===== config.mk =====
export PLATFORM = sky130hd
export DESIGN_NAME = fifo_pkt_framer
export DESIGN_NICKNAME = d
export VERILOG_FILES = /design/src/rtl/fifo_pkt_framer.sv
export SDC_FILE = /design/constraint.sdc
export NUM_CORES = 1
export LEC_CHECK = 0
export ABC_CLOCK_PERIOD_IN_PS = 2900
export CORE_MARGIN = 4
export CORE_UTILIZATION = 59
export DETAILED_ROUTE_END_ITERATION = 10
export PLACE_DENSITY = 0.88
export SLEW_MARGIN = 10
export SYNTH_ARGS = -nofsm -noshare
export SYNTH_HDL_FRONTEND = slang
export SYNTH_SLANG_ARGS = --single-unit

===== constraint.sdc =====
create_clock -name clk -period 2.9 [get_ports clk]
set_input_delay 0.29 -clock clk [delete_from_list [all_inputs] [get_ports clk]]
set_output_delay 0.29 -clock clk [all_outputs]
set_load 0.02 [all_outputs]

===== src/rtl/fifo_pkt_framer.sv =====
// Drains bytes from a synchronous FIFO into a payload buffer and emits them as
// SOF/LEN/payload/checksum frames on a registered valid/ready byte stream.
module fifo_pkt_framer #(
  parameter int unsigned DW      = 8,
  parameter int unsigned MAX_LEN = 8,
  parameter int unsigned TIMEOUT = 16,
  parameter logic [7:0]  SOF     = 8'hA5
) (
  input  logic          clk,
  input  logic          rst_n,
  output logic          r_en,
  input  logic [DW-1:0] r_data,
  input  logic          empty,
  output logic          m_valid,
  input  logic          m_ready,
  output logic [7:0]    m_data,
  output logic          m_last,
  output logic          busy,
  output logic [15:0]   frame_cnt
);

  localparam int unsigned TW = $clog2(TIMEOUT + 1);
  localparam int unsigned AW = (MAX_LEN > 1) ? $clog2(MAX_LEN) : 1;

  typedef enum logic [2:0] {
    COLLECT,
    SEND_SOF,
    SEND_LEN,
    SEND_PAY,
    SEND_CSUM
  } state_t;

  state_t        state_q, state_d;
  logic [7:0]    cnt_q, cnt_d;
  logic [7:0]    idx_q, idx_d;
  logic [7:0]    csum_q, csum_d;
  logic [TW-1:0] timer_q, timer_d;
  logic [15:0]   fcnt_q, fcnt_d;
  logic          rd_pend_q;
  logic          m_valid_q, m_valid_d;
  logic          m_last_q, m_last_d;
  logic [7:0]    m_data_q, m_data_d;
  logic [7:0]    pay_q [MAX_LEN];

  logic tmo_hit, hs, room, capture;

  assign tmo_hit = (timer_q == TW'(TIMEOUT));
  assign hs      = m_valid_q && m_ready;
  // In-flight read counts against capacity so the buffer can never overflow.
  assign room    = (9'(cnt_q) + 9'(rd_pend_q)) < 9'(MAX_LEN);
  assign r_en    = (state_q == COLLECT) && !empty && !tmo_hit && room;
  assign capture = (state_q == COLLECT) && rd_pend_q;

  always_comb begin
    state_d = state_q;
    cnt_d   = cnt_q;
    idx_d   = idx_q;
    csum_d  = csum_q;
    timer_d = timer_q;
    fcnt_d  = fcnt_q;
    unique case (state_q)
      COLLECT: begin
        if (capture) begin
          cnt_d   = cnt_q + 8'd1;
          csum_d  = csum_q + r_data[7:0];
          timer_d = '0;
        end else if (cnt_q != 8'd0 && !tmo_hit) begin
          timer_d = timer_q + TW'(1);
        end
        if (cnt_q == 8'(MAX_LEN) || (tmo_hit && !rd_pend_q)) begin
          state_d = SEND_SOF;
          idx_d   = '0;
        end
      end
      SEND_SOF: if (hs) state_d = SEND_LEN;
      SEND_LEN: if (hs) state_d = SEND_PAY;
      SEND_PAY: begin
        if (hs) begin
          if (idx_q == cnt_q - 8'd1) state_d = SEND_CSUM;
          else                       idx_d   = idx_q + 8'd1;
        end
      end
      SEND_CSUM: begin
        if (hs) begin
          state_d = COLLECT;
          fcnt_d  = fcnt_q + 16'd1;
          cnt_d   = '0;
          csum_d  = '0;
          timer_d = '0;
        end
      end
      default: state_d = COLLECT;
    endcase
  end

  // Output registers are loaded from next-state so they hold while stalled.
  always_comb begin
    m_valid_d = (state_d != COLLECT);
    m_last_d  = (state_d == SEND_CSUM);
    m_data_d  = '0;
    unique case (state_d)
      SEND_SOF:  m_data_d = SOF;
      SEND_LEN:  m_data_d = cnt_d;
      SEND_PAY:  m_data_d = pay_q[idx_d[AW-1:0]];
      SEND_CSUM: m_data_d = csum_d;
      default:   m_data_d = '0;
    endcase
  end

  always_ff @(posedge clk) begin
    if (!rst_n) begin
      state_q   <= COLLECT;
      cnt_q     <= '0;
      idx_q     <= '0;
      csum_q    <= '0;
      timer_q   <= '0;
      fcnt_q    <= '0;
      rd_pend_q <= 1'b0;
      m_valid_q <= 1'b0;
      m_last_q  <= 1'b0;
      m_data_q  <= '0;
    end else begin
      state_q   <= state_d;
      cnt_q     <= cnt_d;
      idx_q     <= idx_d;
      csum_q    <= csum_d;
      timer_q   <= timer_d;
      fcnt_q    <= fcnt_d;
      rd_pend_q <= r_en;
      m_valid_q <= m_valid_d;
      m_last_q  <= m_last_d;
      m_data_q  <= m_data_d;
    end
  end

  always_ff @(posedge clk) begin
    if (capture) pay_q[cnt_q[AW-1:0]] <= r_data[7:0];
  end

  assign m_valid   = m_valid_q;
  assign m_data    = m_data_q;
  assign m_last    = m_last_q;
  assign busy      = (state_q != COLLECT);
  assign frame_cnt = fcnt_q;

endmodule

Yosys cells after proc, flatten, opt, wreduce, memory -nomap -nowiden
Memory sizes are Yosys's and may differ from the RTL's.
Index checks and enable logic that the tools add are counted.
Storage, ports and cells
  output and inout bits: 28
  memory bits (writable): 64
  bits of input ports: 12
  word-level logic and storage cells: 80
  ROM bits: 0
  memories kept: 1
  bits in latches: 0
  register bits after elaboration: 59
Memories
  pay_q: words 8, width 8, read ports 1, clocked after memory_dff 0, wr ports 1, RTL line 43  | logic [7:0] pay_q [MAX_LEN];
Operators by class
  add/sub/neg operators: 7
  reduce and logical (&&, ||, !) cells: 20
  multiply operators: 0
  shift operators: 0
  bitwise logic cells: 0
  divide/modulo/power cells: 0
  multiplexer cells: 24
  magnitude comparators: 1
  eq/ne operators: 16
Operators with widths (number)
  two-way mux 8 bit: 7
  one-hot mux 8 bit (2 select lines): 3
  one-hot mux 8 bit (4 select lines): 1
  two-way mux 3 bit: 6
  adder 16 x 1 -> 16 bit, second input constant: 1
  adder 8 x 1 -> 8 bit, second input constant: 2
  two-way mux 5 bit: 3
  one-hot mux 3 bit (5 select lines): 1
  equality test 3 x 2 -> 1 bit, second input constant: 4
  one-hot mux 5 bit (2 select lines): 1
  adder 8 x 1 -> 9 bit: 1
  < comparator 9 x 4 -> 1 bit, second input constant: 1
  adder 8 bit: 1
  equality test 8 x 4 -> 1 bit, second input constant: 1
  equality test 8 bit: 1
  nonzero test 8 bit: 1
  subtractor 8 x 1 -> 8 bit, second input constant: 1
  logical AND 1 bit: 7
  equality test 3 x 1 -> 1 bit, second input constant: 2
  equality test 3 bit, second input constant: 2
  != test 2 bit, second input constant: 3
  nonzero test 3 bit: 2
  adder 5 x 1 -> 5 bit, second input constant: 1
  equality test 5 bit, second input constant: 1
  10 further kinds: 14

Depth between registers and ports, before layout
  word-level depth: 7
  gate-level depth with buffers: 13
  depth with buffers taken out: 11

Least setup slack after synthesis
No wires, ideal clock.
  kind: reg-to-reg
  start point: register cnt_q[0]
  end point: register m_data_q[4] (netlist: m_data[4])
  period minus slack after synthesis: 2603 ps
  arrival time: 2486 ps
  required time: 2783 ps
  setup slack: 297 ps
  cell stages (with the launch flop): 13
  cells stage by stage: dfxtp_1 buf_2 inv_1 ha_1 xnor2_1 nor3_4 o2111ai_4 a21o_1 nand2_4 buf_6 mux2i_1 a32oi_1 a32o_1
Between the ends
  longest elaborated chain between the ends: 7
Ends and longest elaborated chain
  from (decl): RTL line 34  | logic [7:0] cnt_q, cnt_d;
  from (signal assigned): RTL line 124  | cnt_q <= cnt_d;
  subtractor 8 x 1 -> 8 bit: RTL line 79  | if (idx_q == cnt_q - 8'd1) state_d = SEND_CSUM;
  equality test 8 bit: RTL line 79
  two-way mux 8 bit or two-way mux 3 bit (tied branches): RTL line 79
  two-way mux 8 bit or two-way mux 3 bit (tied branches): RTL line 78  | if (hs) begin
  one-hot mux 8 bit (2 select lines) or one-hot mux 3 bit (5 select lines) (tied branches): RTL line 61  | unique case (state_q)
  memory read (8 x 8 bit) (tied with other cells)
  one-hot mux 8 bit (4 select lines) (*): RTL line 101  | unique case (state_d)
  to (signal assigned): RTL line 132  | m_data_q <= m_data_d;
  to (decl): RTL line 42  | logic [7:0] m_data_q, m_data_d;
Every way passes the cells marked *; elsewhere a longest branch is shown, timed or not. The select of a mux whose other input is x is not followed.
A chain may end at the register's enable or synchronous reset.

Worst setup path after layout
Same ends and word-level chain as after synthesis.

==> reports/results.md <==
| Item | Value |
|:---|:---|
| Total detailed-routing wirelength | 16.5 mm |
| FFs w/ async S/R, synth | 0% |
| Number of synthesized register bits | 123 |
| Final hold viol count | 0 |
| Aggregate global routing overflow | 0 |
| Maximum fanout along the worst path | 8 |
| Detail-routed net length per standard cell | 20.7 µm |
| Post-DP Area | 6790 µm² |
| Largest net degree at the start of global routing | 26 |
| Combined area of the multi-input logic cells | 2700 µm² |
| # H-tree levels | 4 |
| Kind of launch point of the worst setup path | flip-flop |
| Clock Skews | 0.00762 ns |
| Filler Cell Count | 594 |
| Leakage | 2.82 nW |
| Clock latency on the worst-skew pair | 0.53 ns |
| Die Y-Extent | 109 µm |
| Synthesized instance count | 565 |
| Drt pass-1 iters | 6 |
| Number of CTS-inserted buffers | 17 |
| Number of routed nets with antenna violations | 0 |
| Slew @ Worst Pin | 0.602 ns |
| Worst setup path endpoint | m_data[4]$_SDFF_PN0_ |
| Setup slack on the worst flop-to-flop path | 0.04 ns |
| Area taken by flip-flops and latches | 3100 µm² |
| Critical register-to-register path endpoint | m_data[4]$_SDFF_PN0_ |
| Setup TNS | 0 ns |
| Startpoint of the lowest-slack register-to-register path | cnt_q[0]$_SDFF_PN0_ |
| Worst voltage drop across the vdd grid | 0.000623 V |
| Final net count | 679 |
| Unique cell type count in the Yosys netlist | 73 |
| Final instance area | 7480 µm² |
| Area of the placeable core | 9820 µm² |
| DR vias/cell | 6.26 |
| Final Max Tran Viols | 0 |
| Share of the synthesized area in the top cell type | 32.2% |
| Type of the worst setup path | reg2reg |
| Highest clock rate | 350 MHz |
| Effective utilization at floorplan | 60.7% |
| Sinks on Clock Net | 123 |
| Antenna violations before repair | 0 |
| Per-instance average area after synthesis | 10.5 µm² |
| Number of buffers inserted by port buffering | 39 |
| Share of the clock period used by the worst path after layout | 98.5% |
| CP startpoint | cnt_q[0]$_SDFF_PN0_ |
| Type of destination of the critical path | flip-flop |
| Ratio of total power to cell area | 578 nW/µm² |
| Share of the core filled with cells | 76.2% |
| Relative max-transition margin | 59.6% |
| Total die area | 11800 µm² |
| Clock transition at the registers of the reported paths | 0.06 ns |
| Nets in the synthesized netlist | 592 |
| Post-synth design cell area | 5960 µm² |
| Wire length of the first global-routing pass | 25.3 mm |
| Final setup fails | 0 |
| Total power of the final layout | 4.33 mW |
| Area growth from synthesis to final layout | 25.5% |
| GR Util All Layers | 28.6% |
| CTS tree | yes |
| Worst EP required | 3.37 ns |
| Number of top-level design ports | 40 |
| Maximum root-to-sink buffer count | 2 |
| Number of enable-type register cells in the synthesized netlist | 64 |
| N_diodes | 0 |
| Library cell with the largest summed area after synthesis | sky130_fd_sc_hd__edfxtp_1 |
| Synth warnings | 0 |
| Number of remaining DRC errors | 0 |
| Result of the run | finished, final reports clean |
| Fraction of layout cells with a size suffix above 1 | 17.4% |
| Detailed Place HPWL | 10.6 mm |
| Tightest Hold Check Type | in2reg |
| Via count of the first global-routing pass | 4854 |
| Number of rows in the core area | 36 |
| Post-layout min period | 2.86 ns |
| Fraction of the yosys area taken by sequential cells | 52.1% |
| Final RePlAce weighted congestion | 0.915 |
| Most common cell in the synthesized netlist | sky130_fd_sc_hd__nand2_1 |
| Unrepaired setup endpoints after global routing | true |
| Clock root buffer | sky130_fd_sc_hd__clkbuf_8 |
| Post-synth top flop | sky130_fd_sc_hd__edfxtp_1 |
| Max-cap viol count | 0 |
| Cells taking the most area after synthesis | sky130_fd_sc_hd__edfxtp_1 (32%), sky130_fd_sc_hd__dfxtp_1 (20%), sky130_fd_sc_hd__nand2_1 (4.2%), sky130_fd_sc_hd__nor2_1 (4.0%), sky130_fd_sc_hd__ha_1 (2.9%) |
| Top cells by instance count after synthesis | sky130_fd_sc_hd__nand2_1 (67), sky130_fd_sc_hd__edfxtp_1 (64), sky130_fd_sc_hd__nor2_1 (63) |
| Number of vias after detailed routing | 4992 |
| Length in cells of the worst reg-to-reg path | 11 |
| Data arrival time of the critical path | 3.32 ns |
| Starting DRT DRC Count | 758 |
| Die X-Extent | 109 µm |
final cells by class:
class	instances	area share (%)
Clock buffer	18	5.59
Sequential cell	123	41.5
Multi-Input combinational cell	400	36.1
Tap cell	133	2.22
Inverter	16	0.803
Timing Repair Buffer	94	11.1
Clock inverter	14	2.76
repair_timing:
| item | 4_1_cts | 5_1_grt |
|---|---|---|
| endpoints found under the setup margin | 2 | 7 |
| pin swaps | 0 | 2 |
| resized for setup | 1 | 7 |
| hold buffers | 0 | 0 |
| gates cloned | 0 | 1 |
| setup buffers | 0 | 3 |
| endpoints found under the hold margin | 0 | 0 |
cell families (layout without fill, tap and decap cells):
group                    Yosys count  count (layout)  synth area share, %
AO/OA/AOI/OAI                    101             101                 14.0
XOR/XNOR                          37              37                 5.56
adder cells (fa/ha/maj)           15              15                 3.28
buffers and inverters             43             142                 3.44
flip-flops                       123             123                 52.1
multiplexers                      15              15                 2.52
AND/OR/NAND/NOR                  231             232                 19.2
power by group:
group	switching, mW	internal, mW
registers	0.0131	1.85
logic	0.127	0.0912
clock network	0.826	1.42
how the worst min path moves through the flow:
stage,from,to,slack [ns],cells after the start
after detailed placement,csum_q[2]$_SDFF_PN0_,csum_q[2]$_SDFF_PN0_,0.51,2
after CTS,empty,rd_pend_q$_SDFF_PN0_,0.37,2
after global placement,frame_cnt[15]$_SDFFE_PN0P_,frame_cnt[15]$_SDFFE_PN0P_,0.49,2
after floorplan,empty,rd_pend_q$_SDFF_PN0_,0.37,1
after global routing,empty,rd_pend_q$_SDFF_PN0_,0.39,2
final,empty,rd_pend_q$_SDFF_PN0_,0.39,2
layout by cell type, fill, tap and decap left out, types with 15 or more instances in the layout:
cell type and instances:
sky130_fd_sc_hd__xnor2_1 16, sky130_fd_sc_hd__buf_4 53, sky130_fd_sc_hd__nand2_1 67, sky130_fd_sc_hd__a21oi_1 19
sky130_fd_sc_hd__inv_1 15, sky130_fd_sc_hd__xor2_1 20, sky130_fd_sc_hd__clkdlybuf4s50_1 39, sky130_fd_sc_hd__dfxtp_1 58
sky130_fd_sc_hd__nand3_1 29, sky130_fd_sc_hd__edfxtp_1 64, sky130_fd_sc_hd__clkbuf_16 16, sky130_fd_sc_hd__nor2_1 63
per-stage QoR:
step                      worst slack (ns)  hold slack, ns  std cells
after floorplan                      0.297           0.369        565
after global placement              0.0886           0.494        762
after detailed placement            -0.103           0.512        762
after CTS                           0.0237           0.369        794
after global routing               -0.0999           0.395        798
final                               0.0426           0.387        798
critical path, cell delays in order (launching register included):
cell	delay, ns
sky130_fd_sc_hd__dfxtp_1	0.35
sky130_fd_sc_hd__inv_1	0.11
sky130_fd_sc_hd__ha_1	0.37
sky130_fd_sc_hd__xnor2_1	0.18
sky130_fd_sc_hd__nor3_4	0.23
sky130_fd_sc_hd__o2111a_2	0.40
sky130_fd_sc_hd__nor3_4	0.09
sky130_fd_sc_hd__nor2_4	0.30
sky130_fd_sc_hd__buf_4	0.22
sky130_fd_sc_hd__nand2_1	0.06
sky130_fd_sc_hd__a32oi_1	0.26
sky130_fd_sc_hd__a32o_1	0.22
flip-flops by register name, summed over array words and instances (netlist names):
| name | count |
|---|---|
| cnt_q | 8 |
| rd_pend_q | 1 |
| state_q | 3 |
| pay_q | 64 |
| csum_q | 8 |
| m_valid | 1 |
| m_data | 8 |
| timer_q | 5 |
| frame_cnt | 16 |
| m_last | 1 |
| idx_q | 8 |
routing by layer:
metal	up-vias	GRT usage, %	part of all wire [%]
met5	-	0	0
met4	0	12.4	4.1
met3	87	6.09	9.0
met2	318	47.1	49
met1	2360	36.3	38
li1	2227	-	-
Note: power is estimated with default switching activity, not from simulation.
